==> config.mk <==
export PLATFORM = sky130hd
export DESIGN_NAME = game_round_timer
export DESIGN_NICKNAME = d
export VERILOG_FILES = /design/src/rtl/game_round_timer.sv
export SDC_FILE = /design/constraint.sdc
export NUM_CORES = 1
export LEC_CHECK = 0
export BUFFER_PORTS_ARGS = -buffer_cell sky130_fd_sc_hd__buf_2
export CORE_AREA = 2 2 80 82
export DETAILED_ROUTE_END_ITERATION = 6
export DIE_AREA = 0 0 82 84
export PLACE_DENSITY_LB_ADDON = 0.12
export SLEW_MARGIN = 20
export SYNTH_ARGS = -nofsm -noshare
export SYNTH_HDL_FRONTEND = slang
export SYNTH_SLANG_ARGS = --single-unit
==> constraint.sdc <==
create_clock -name clk -period 6.73 [get_ports clk]
set_input_delay 1.346 -clock clk [delete_from_list [all_inputs] [get_ports clk]]
set_output_delay 1.346 -clock clk [all_outputs]
set_load 0.01 [all_outputs]
==> src/rtl/game_round_timer.sv <==
// game_round_timer: GAME-state round countdown with pause, duck restart, optional auto-restart
// and registered HUD outputs (seconds left, warning, second tick, expiry pulse).
module game_round_timer #(
   parameter int         CLK_PER_MS   = 75000,
   parameter int         MS_PER_SEC   = 1000,
   parameter int         SEC_W        = 8,
   parameter logic [1:0] GAME_STATE   = 2'b10,
   parameter int         WARN_SEC     = 3,
   parameter bit         AUTO_RESTART = 1'b0
) (
   input  logic             clk,
   input  logic             rst,
   input  logic [1:0]       i_state_in,
   input  logic [SEC_W-1:0] i_time_in,
   input  logic             i_clicked_duck,
   input  logic             i_pause,
   output logic             o_end_of_time,
   output logic [SEC_W-1:0] o_time_left,
   output logic             o_warning,
   output logic             o_sec_tick,
   output logic             o_running
);
   localparam int CYC_W = $clog2(CLK_PER_MS);
   localparam int MS_W  = $clog2(MS_PER_SEC);

   typedef enum logic [1:0] {IDLE, RUN, PAUSE, EXPIRE} state_t;

   state_t           r_state, w_state;
   logic [CYC_W-1:0] r_cyc, w_cyc;
   logic [MS_W-1:0]  r_ms, w_ms;
   logic [SEC_W-1:0] r_sec, w_sec, r_limit, w_limit, w_left;
   logic             w_game, w_cyc_wrap, w_sec_wrap, w_expire, w_eot, w_tick;

   assign w_game     = i_state_in == GAME_STATE;
   assign w_cyc_wrap = r_cyc == CYC_W'(CLK_PER_MS - 1);
   assign w_sec_wrap = w_cyc_wrap && r_ms == MS_W'(MS_PER_SEC - 1);
   assign w_expire   = w_sec_wrap && (r_sec + SEC_W'(1)) == r_limit;
   assign w_left     = (w_state == RUN || w_state == PAUSE) ? w_limit - w_sec : '0;

   always_comb begin
      w_state = r_state;
      w_cyc   = r_cyc;
      w_ms    = r_ms;
      w_sec   = r_sec;
      w_limit = r_limit;
      w_eot   = 1'b0;
      w_tick  = 1'b0;
      if (!w_game) begin
         w_state = IDLE;
         w_cyc   = '0;
         w_ms    = '0;
         w_sec   = '0;
         w_limit = '0;
      end else if (r_state == IDLE || (r_state == EXPIRE && AUTO_RESTART)) begin
         w_cyc   = '0;
         w_ms    = '0;
         w_sec   = '0;
         w_limit = i_time_in;
         w_eot   = i_time_in == '0;
         w_state = w_eot ? EXPIRE : RUN;
      end else if (r_state != EXPIRE) begin
         // a paused round only reaches its last second once pause drops without a click
         if (w_expire && (r_state == RUN || !(i_clicked_duck || i_pause))) begin
            w_state = EXPIRE;
            w_cyc   = '0;
            w_ms    = '0;
            w_sec   = '0;
            w_eot   = 1'b1;
            w_tick  = 1'b1;
         end else if (i_clicked_duck) begin
            w_cyc   = '0;
            w_ms    = '0;
            w_sec   = '0;
            w_limit = i_time_in;
         end else if (i_pause) begin
            w_state = PAUSE;
         end else begin
            w_state = RUN;
            w_cyc   = w_cyc_wrap ? '0 : r_cyc + CYC_W'(1);
            w_ms    = w_sec_wrap ? '0 : (w_cyc_wrap ? r_ms + MS_W'(1) : r_ms);
            w_sec   = w_sec_wrap ? r_sec + SEC_W'(1) : r_sec;
            w_tick  = w_sec_wrap;
         end
      end
   end

   always_ff @(posedge clk) begin
      if (rst) begin
         r_state       <= IDLE;
         r_cyc         <= '0;
         r_ms          <= '0;
         r_sec         <= '0;
         r_limit       <= '0;
         o_end_of_time <= 1'b0;
         o_time_left   <= '0;
         o_warning     <= 1'b0;
         o_sec_tick    <= 1'b0;
         o_running     <= 1'b0;
      end else begin
         r_state       <= w_state;
         r_cyc         <= w_cyc;
         r_ms          <= w_ms;
         r_sec         <= w_sec;
         r_limit       <= w_limit;
         o_end_of_time <= w_eot;
         o_time_left   <= w_left;
         o_warning     <= w_left != '0 && w_left <= SEC_W'(WARN_SEC);
         o_sec_tick    <= w_tick;
         o_running     <= w_state == RUN;
      end
   end
endmodule

==> results of run 1 <==
worst max-delay path, delay by kind of cell (launching register included):
kind | cells | cell delay, ns
flops | 1 | 0.36
fa+ha+maj | 1 | 0.24
simple gates | 9 | 3.34
compound gates | 6 | 1.34
mux | 1 | 0.11
logic make-up after synthesis:
logic type | Yosys count
and+or+nand+nor | 185
xor gates and xnor gates | 23
muxes | 11
AOI/OAI and AO/OA | 87
adders and majority gates | 13
buffers and inverters | 24
DFF | 57
power breakdown:
part | total (mW) | leakage [nW] | internal, mW | switching [mW]
sequential | 0.343 | 0.460 | 0.340 | 0.00236
clock | 0.317 | 0.102 | 0.178 | 0.139
combinational | 0.0541 | 0.828 | 0.0214 | 0.0327
area by class of cell:
type                    count  area [um^2]  area share (%)
multi-input cells         319         2022           55.84
flip-flops and latches     57         1141           31.51
clock inverters             6        57.56           1.589
clock buffers              10        137.6           3.801
repair buffers             27        140.1           3.870
inverters                   7        26.28          0.7256
well taps                  77        96.34           2.661
Yosys cell counts, types with 9 or more instances:
cell type / instances
sky130_fd_sc_hd__nor2_1: 62
sky130_fd_sc_hd__dfxtp_1: 57
sky130_fd_sc_hd__a21oi_1: 35
sky130_fd_sc_hd__nand2_1: 20
sky130_fd_sc_hd__o21ai_0: 16
sky130_fd_sc_hd__xnor2_1: 14
sky130_fd_sc_hd__and3_1: 13
sky130_fd_sc_hd__nand2b_1: 13
sky130_fd_sc_hd__nand3_1: 12
sky130_fd_sc_hd__clkbuf_1: 11
sky130_fd_sc_hd__ha_1: 11
sky130_fd_sc_hd__mux2i_1: 11
sky130_fd_sc_hd__and2_1: 9
sky130_fd_sc_hd__xor2_1: 9
worst max path at each step:
stage                        start   endpoint  slack [ns]  depth (start not counted)
detailed placement  i_clicked_duck  o_warning        1.01                         18
floorplan           i_clicked_duck  o_warning        1.41                         19
CTS                      r_cyc[11]  o_warning        1.35                         17
finish                   r_cyc[11]  o_warning        1.28                         17
global placement    i_clicked_duck  o_warning        1.12                         18
global route             r_cyc[11]  o_warning        0.92                         17
registers in the layout, indices dropped and copies added (netlist names):
signal,flops
o_warning,1
r_limit,8
r_sec,8
r_state,2
o_end_of_time,1
r_cyc,17
o_time_left,8
o_running,1
o_sec_tick,1
r_ms,10
stage by stage:
step	setup WS (ns)	cell area (um^2)	utilization, %	power, mW	std cells
final	1.282	3621	59.40	0.7142	503
after global routing	0.9237	3621	59.40	0.7443	503
after CTS	1.346	3621	59.40	0.7183	503
after detailed placement	1.014	3426	56.20	0.4032	487
after global placement	1.116	3426	56.20	0.4023	487
after floorplan	1.409	3258	-	0.3877	400
layer usage:
metal  vias up  global-route usage, %  share of wire (%)
met3        12                  5.844                5.6
met5         -                      0                  0
met1      1374                  33.45                 48
li1       1487                      -                  -
met4         0                  8.333                1.8
met2        82                  34.81                 45
==> results.txt, run 1 <==
The detail-routed via count per cell is 5.875. The flow ran to the end, and the final reports show no timing, DRC or antenna violations. The number of top-level design ports is 26.

The post-synthesis cell count is 400. The share of synthesized area in the top cell type comes to 35.02%. In this run the clock root is driven by a sky130_fd_sc_hd__clkbuf_8.

The total negative setup slack is 0 ns. The number of antenna violations at the first check in global routing is 0. The maximum root-to-sink buffer count is 2. Headroom to the max-slew limit came out at 30.93%. The maximum number of pins on one net before global-route repair is 18.

The Yosys step of the flow raised 0 warnings. After detailed routing, the number of remaining DRC violations is 0. The post-route antenna net violation count is 0. The post-synthesis register bit count came out at 57.

The net count of the mapped netlist came out at 426. The first global-routing pass estimated 12.57 mm of wire. In this run the mean area of a mapped cell was 8.145 um^2. The cell area that synthesis handed to floorplanning was 3258 um^2.

The share of the clock period used by the worst path after layout is 80.96%. Walking the worst path, the cells encountered are or4b_1 -> or4_1 -> or4_4 -> or4b_1 -> nand2_1 -> nor2_1 -> a32o_1 -> nand2_1 -> ha_1 -> nor2b_1 -> o21ai_0 -> a21boi_0 -> o32ai_1 -> o2111ai_1 -> a211o_1 -> or3_1 -> mux2i_1. STA classifies the critical path startpoint as a flip-flop. The static leakage is 1.390 nW.

The number of buffers added on ports came out at 25. The number of hold violations in the final report came out at 0. The share of layout cells above drive strength 1 is 12.44%. The wire length per cell came out at 15.17 um. The total routed wirelength came out at 7.633 mm.

Sequential cells were found to cover 35.02% of the synthesized design area. The detailed placer's ending HPWL is 5.573 mm. The iteration count of the initial detailed-routing pass came out at 5.

The type of the most critical hold path is flip-flop to flip-flop. The detailed router finished its first iteration with 240 violations. Setup repair after global routing left no endpoint under its margin. The area of the core came out at 6096 um^2. The CTS tree is built. The total vias in the final route came out at 2955.

In this run the critical register-to-register path is captured at o_warning. The class of the most critical setup path is flip-flop to flip-flop. The setup slack on the worst flop-to-flop path came out at 1.28 ns. The largest vdd supply drop is 0.1328 mV. The required time of the worst setup path came out at 7.01 ns. The congestion estimate from routability-driven global placement came to 0.9267. The clock tree skew after final layout is 0.007662 ns.

The library cells used most frequently in the layout, excluding fill and tap cells, are 62 x sky130_fd_sc_hd__nor2_1, 57 x sky130_fd_sc_hd__dfxtp_1, 35 x sky130_fd_sc_hd__a21oi_1. The worst hold path terminates at r_cyc[1]. The cts-stage hold buffer count came out at 0. The shortest clock period the worst path allows after layout came out at 5.448 ns.

The post-synthesis simple-gate area fraction came out at 30.26%. The total grt overflow is 0. Clock tree synthesis inserted a total of 9 buffers.

The post-route worst hold slack came out at 0.4776 ns. Clock-pin slew was measured on the worst setup and hold paths at 0.07 ns. Once the clock tree was built, the resizer swapped 0 gates to a different size.

Counting instances, the worst hold path has a depth of 2. The transition time at the pin with the least slew margin is 1.036 ns. The maximum clock frequency is 183.5 MHz.

Leaving out fill and tap cells, the most frequent cell in the layout is sky130_fd_sc_hd__nor2_1. The die span in y came out at 84 um. The number of global-route vias before repair is 2602. In this run the core area contains 29 standard-cell rows.

Max-cap violations in this run came to 0. CTS built an H-tree with a depth of 3. The endpoint arrival time on the critical path is 5.73 ns. The layout overhead on the synthesized area is 11.14%.

The stage delay of the slowest cell on the critical path is 0.70 ns. For this run, the leading register cell type out of synthesis is sky130_fd_sc_hd__dfxtp_1. The final number of max-transition violations came to 0. The net count of the finished layout is 447.

Global routing consumed, over all layers together, 23.70% of the routing resources. The starting density of the core came out at 53.45%. The count of filler cells inserted in the layout came out at 557.

The total power per unit cell area is 197.2 nW/um^2. The startpoint identified for the worst register-to-register timing path is r_cyc[11]. The worst-path maximum fanout is 7.

The number of antenna diodes in the final layout is 0. The post-synthesis xor/xnor area fraction is 6.183%. The synthesized netlist devotes 17.09% of its cell area to compound gates. The worst setup path is captured at a flip-flop. The number of cells traversed by the worst register-to-register path is 17. The number of failing setup endpoints in the final timing report came out at 0. The number of buffers inserted by post-CTS setup repair is 0. The die width came out at 82 um. The worst hold path begins at r_cyc[1].

The clock sink total is 57. After synthesis, the share of flip-flops with an asynchronous set or reset is 0%. The die covers 6888 um^2. The cell taking the most area after synthesis is sky130_fd_sc_hd__dfxtp_1.

The clock reaches the later pin of the worst-skew pair after 0.34 ns. Multiplexer cells account for 3.379% of the synthesized area. After Yosys synthesis, full adders, half adders and majority gates account for 5.146% of the synthesized area. The number of unique standard cell types used by synthesis came out at 54. The slowest stage of the critical path is the sky130_fd_sc_hd__or4b_1 cell. The number of flops mapped to enable cells by yosys came out at 0. By area, the combinational part of the netlist is dominated by simple AND/OR/NAND/NOR gates. Sorting the synthesized cells by area gives the leading types as sky130_fd_sc_hd__dfxtp_1 35%, sky130_fd_sc_hd__nor2_1 7.1%, sky130_fd_sc_hd__a21oi_1 5.4%, sky130_fd_sc_hd__ha_1 4.2%, sky130_fd_sc_hd__xnor2_1 3.8%.
(Power assumes the default switching activity.)
==> inputs of run 2 (changes only) <==
Settings changed: CORE_AREA 2 2 80 82 to 2 2 81 83, DIE_AREA 0 0 82 84 to 0 0 83 85.
Clock period 6.73 ns to 4.6 ns, I/O delays scaled along.
==> run 2 against run 1 <==
  * The flow now finishes with violations (setup timing)
  * Clock skew is 0.0019 ns lower
  * Design area is 18% higher
  * Sequential share of layout area is 4.7 points lower
==> results.txt, run 2 (same netlist as run 1, synthesis figures left out) <==
Run status: finished, violations left (was finished, final reports clean). The checks that failed: setup timing. The transition time at the pin with the least slew margin is 0.6750 ns (was 1.036 ns). The number of hold violations in the final report came out at 0 (unchanged). The worst-path maximum fanout came out at 5 (was 7). Most frequent cells in the layout: 58 x sky130_fd_sc_hd__nor2_1, 55 x sky130_fd_sc_hd__dfxtp_1, 50 x sky130_fd_sc_hd__buf_4 (was 62 x sky130_fd_sc_hd__nor2_1, 57 x sky130_fd_sc_hd__dfxtp_1, 35 x sky130_fd_sc_hd__a21oi_1). The later-pin clock latency in the skew report is 0.34 ns (about the same). The commonest non-fill, non-tap cell in the layout is sky130_fd_sc_hd__nor2_1 (unchanged). The worst slack at placement is -0.2466 ns (was 1.014 ns).

The row count is 29 (unchanged). The number of antenna violations at the first check in global routing came out at 0 (unchanged). The setup slack on the worst flop-to-flop path came out at -0.37 ns (was 1.28 ns).

The total negative setup slack came out at -0.5846 ns (was 0 ns). The root buffer cell is sky130_fd_sc_hd__clkbuf_8 (unchanged). The number of buffers added on ports was 25 (unchanged). The routability congestion estimate is 0.8619 (was 0.9267). The number of inserted diodes is 0 (unchanged).

The number of nets in the layout came out at 495 (was 447). The number of global-route vias before repair is 3047 (was 2602). The worst slew margin relative to its limit came to 55.00% (was 30.93%).

The wire length of the first global-routing pass was 14.48 mm (was 12.57 mm). The met3 demand-to-capacity share in global routing is 3.794% (was 5.844%). The share of the clock period used by the worst path after layout is 107.9% (was 80.96%). The die width is 83 um (was 82 um). The largest vdd supply drop came out at 0.2706 mV (was 0.1328 mV). The maximum root-to-sink buffer count came out at 2 (unchanged). The shortest clock period the worst path allows after layout was 4.965 ns (was 5.448 ns). The total routed wirelength is 8.849 mm (was 7.633 mm). The global-route layer with the greatest usage is met2 (unchanged).

The detailed placer's ending HPWL came out at 6.247 mm (was 5.573 mm). The clock tree skew after final layout came to 0.005727 ns (was 0.007662 ns). The global-route usage over all layers is 25.21% (was 23.70%). The number of buffers created by CTS came to 9 (unchanged). The remaining routing DRC violations is 0 (unchanged).

The required time of the worst setup path came out at 4.88 ns (was 7.01 ns). The class of the most critical setup path is flip-flop to flip-flop (unchanged). The iteration count of the initial detailed-routing pass came out at 5 (unchanged). The overall die area is 7055 um^2 (was 6888 um^2). The type of the most critical hold path is flip-flop to flip-flop (unchanged). The static leakage is 1.726 nW (was 1.390 nW). The total power came out at 1.206 mW (was 714.2 uW). The core occupancy in the finished layout came out at 68.62% (was 59.40%). The kind of end point of the critical path is a flip-flop (unchanged).

The clock sink total was 57 (unchanged). The total grt overflow is 0 (unchanged). The detail-routed via count per cell is 5.873 (was 5.875).

The share of layout cells above drive strength 1 is 28.48% (was 12.44%). The layout overhead on the synthesized area came out at 30.68% (was 11.14%). The post-route antenna net violation count is 0 (unchanged). The post-layout worst setup margin is -0.3655 ns (was 1.282 ns). The number of flip-flops in the largest register is 17 (unchanged). The area of the core came out at 6205 um^2 (was 6096 um^2).

The total power per unit cell area is 283.1 nW/um^2 (was 197.2 nW/um^2). The maximum clock frequency came to 201.4 MHz (was 183.5 MHz). The maximum number of pins on one net before global-route repair is 18 (unchanged).

The final number of max-transition violations came out at 0 (unchanged). The final instance area came out at 4258 um^2 (was 3621 um^2). The number of max-cap violations came to 0 (unchanged). The area of placed instances came out at 3745 um^2 (was 3426 um^2).

Registers with the most flip-flops: r_cyc (17), r_ms (10) (unchanged). The wire length per cell came to 16.06 um (was 15.17 um). The CTS tree is built (unchanged). The met2 capacity usage during global routing came out at 40.03% (was 34.81%).

The largest register by flop count was r_cyc (unchanged). The die span in y came out at 85 um (was 84 um). The kind of launch point of the worst setup path was a flip-flop (unchanged). The starting DRC count in detailed routing is 307 (was 240). The global-route track usage on met1 came to 35.01% (was 33.45%).

The number of failing setup endpoints in the final timing report came out at 2 (was 0). The starting density of the core is 52.51% (was 53.45%). The number of top-level design ports came out at 26 (unchanged).

RSZ-0062 raised after global routing: yes (was no). The endpoint arrival time on the critical path was 5.24 ns (was 5.73 ns). The clock-pin transition on the worst setup and hold timing paths is 0.07 ns (about the same).

The total vias in the final route came out at 3236 (was 2955). The depth of the CTS H-tree came out at 3 (unchanged).
run 2: metrics by stage:
step                      hold slack, ns  instances
after detailed placement          0.4672        523
after floorplan                   0.4488        400
after global placement            0.4607        523
after CTS                         0.4761        544
final                             0.4724        551
after global routing              0.5038        551
run 2: what timing repair did:
| action | CTS | global route |
|---|---|---|
| resized for setup | 11 | 20 |
| endpoints found under the hold margin | 0 | 0 |
| hold buffers | 0 | 0 |
| pin swaps | 6 | 22 |
| setup buffers | 5 | 7 |
| endpoints found under the setup margin | 2 | 2 |
| cloned | 0 | 0 |
run 2: final cells by class:
cell class / count / area [um^2]
fillers: 498 / 1947
inverters: 7 / 26.28
clock buffers: 11 / 141.4
clock inverters: 5 / 102.6
flip-flops and latches: 57 / 1144
multi-input cells: 319 / 2247
well taps: 77 / 96.34
repair buffers: 75 / 500.5
run 2: path summary, 6_finish.rpt:
kind | from | to | cells after the start
max reg2reg | r_cyc[14] | o_warning | 18
min | r_cyc[1] | r_cyc[1] | 2
max | r_cyc[14] | o_warning | 18
min reg2reg | r_cyc[1] | r_cyc[1] | 2
run 2: layer usage:
layer  wire length, um  vias up  part of all wire [%]
li1                  -     1586                     -
met1              4176     1559                    47
met2              4166       74                    47
met3               355       17                   4.0
met4               150        0                   1.7
met5                 0        -                     0
run 2: report_power, final:
group          switching, mW  internal, mW  total, mW  leakage [nW]
Combinational         0.0641        0.0602      0.124          1.15
Sequential           0.00289         0.498      0.501         0.461
Clock                  0.207         0.374      0.580         0.120
run 2: critical path: stages, from the launching register on:
cell and delay, ns:
sky130_fd_sc_hd__dfxtp_2 0.32, sky130_fd_sc_hd__or4b_1 0.53, sky130_fd_sc_hd__or4_4 0.57, sky130_fd_sc_hd__or4_4 0.56, sky130_fd_sc_hd__or4b_4 0.60, sky130_fd_sc_hd__nand2_4 0.11, sky130_fd_sc_hd__buf_4 0.11, sky130_fd_sc_hd__buf_4 0.10
sky130_fd_sc_hd__a311oi_1 0.04, sky130_fd_sc_hd__a21oi_1 0.23, sky130_fd_sc_hd__nand2b_4 0.18, sky130_fd_sc_hd__ha_4 0.21, sky130_fd_sc_hd__a21oi_4 0.15, sky130_fd_sc_hd__o21bai_1 0.10, sky130_fd_sc_hd__a21oi_1 0.21, sky130_fd_sc_hd__xnor2_1 0.13
sky130_fd_sc_hd__a211o_1 0.29, sky130_fd_sc_hd__or3_1 0.34, sky130_fd_sc_hd__mux2i_1 0.12
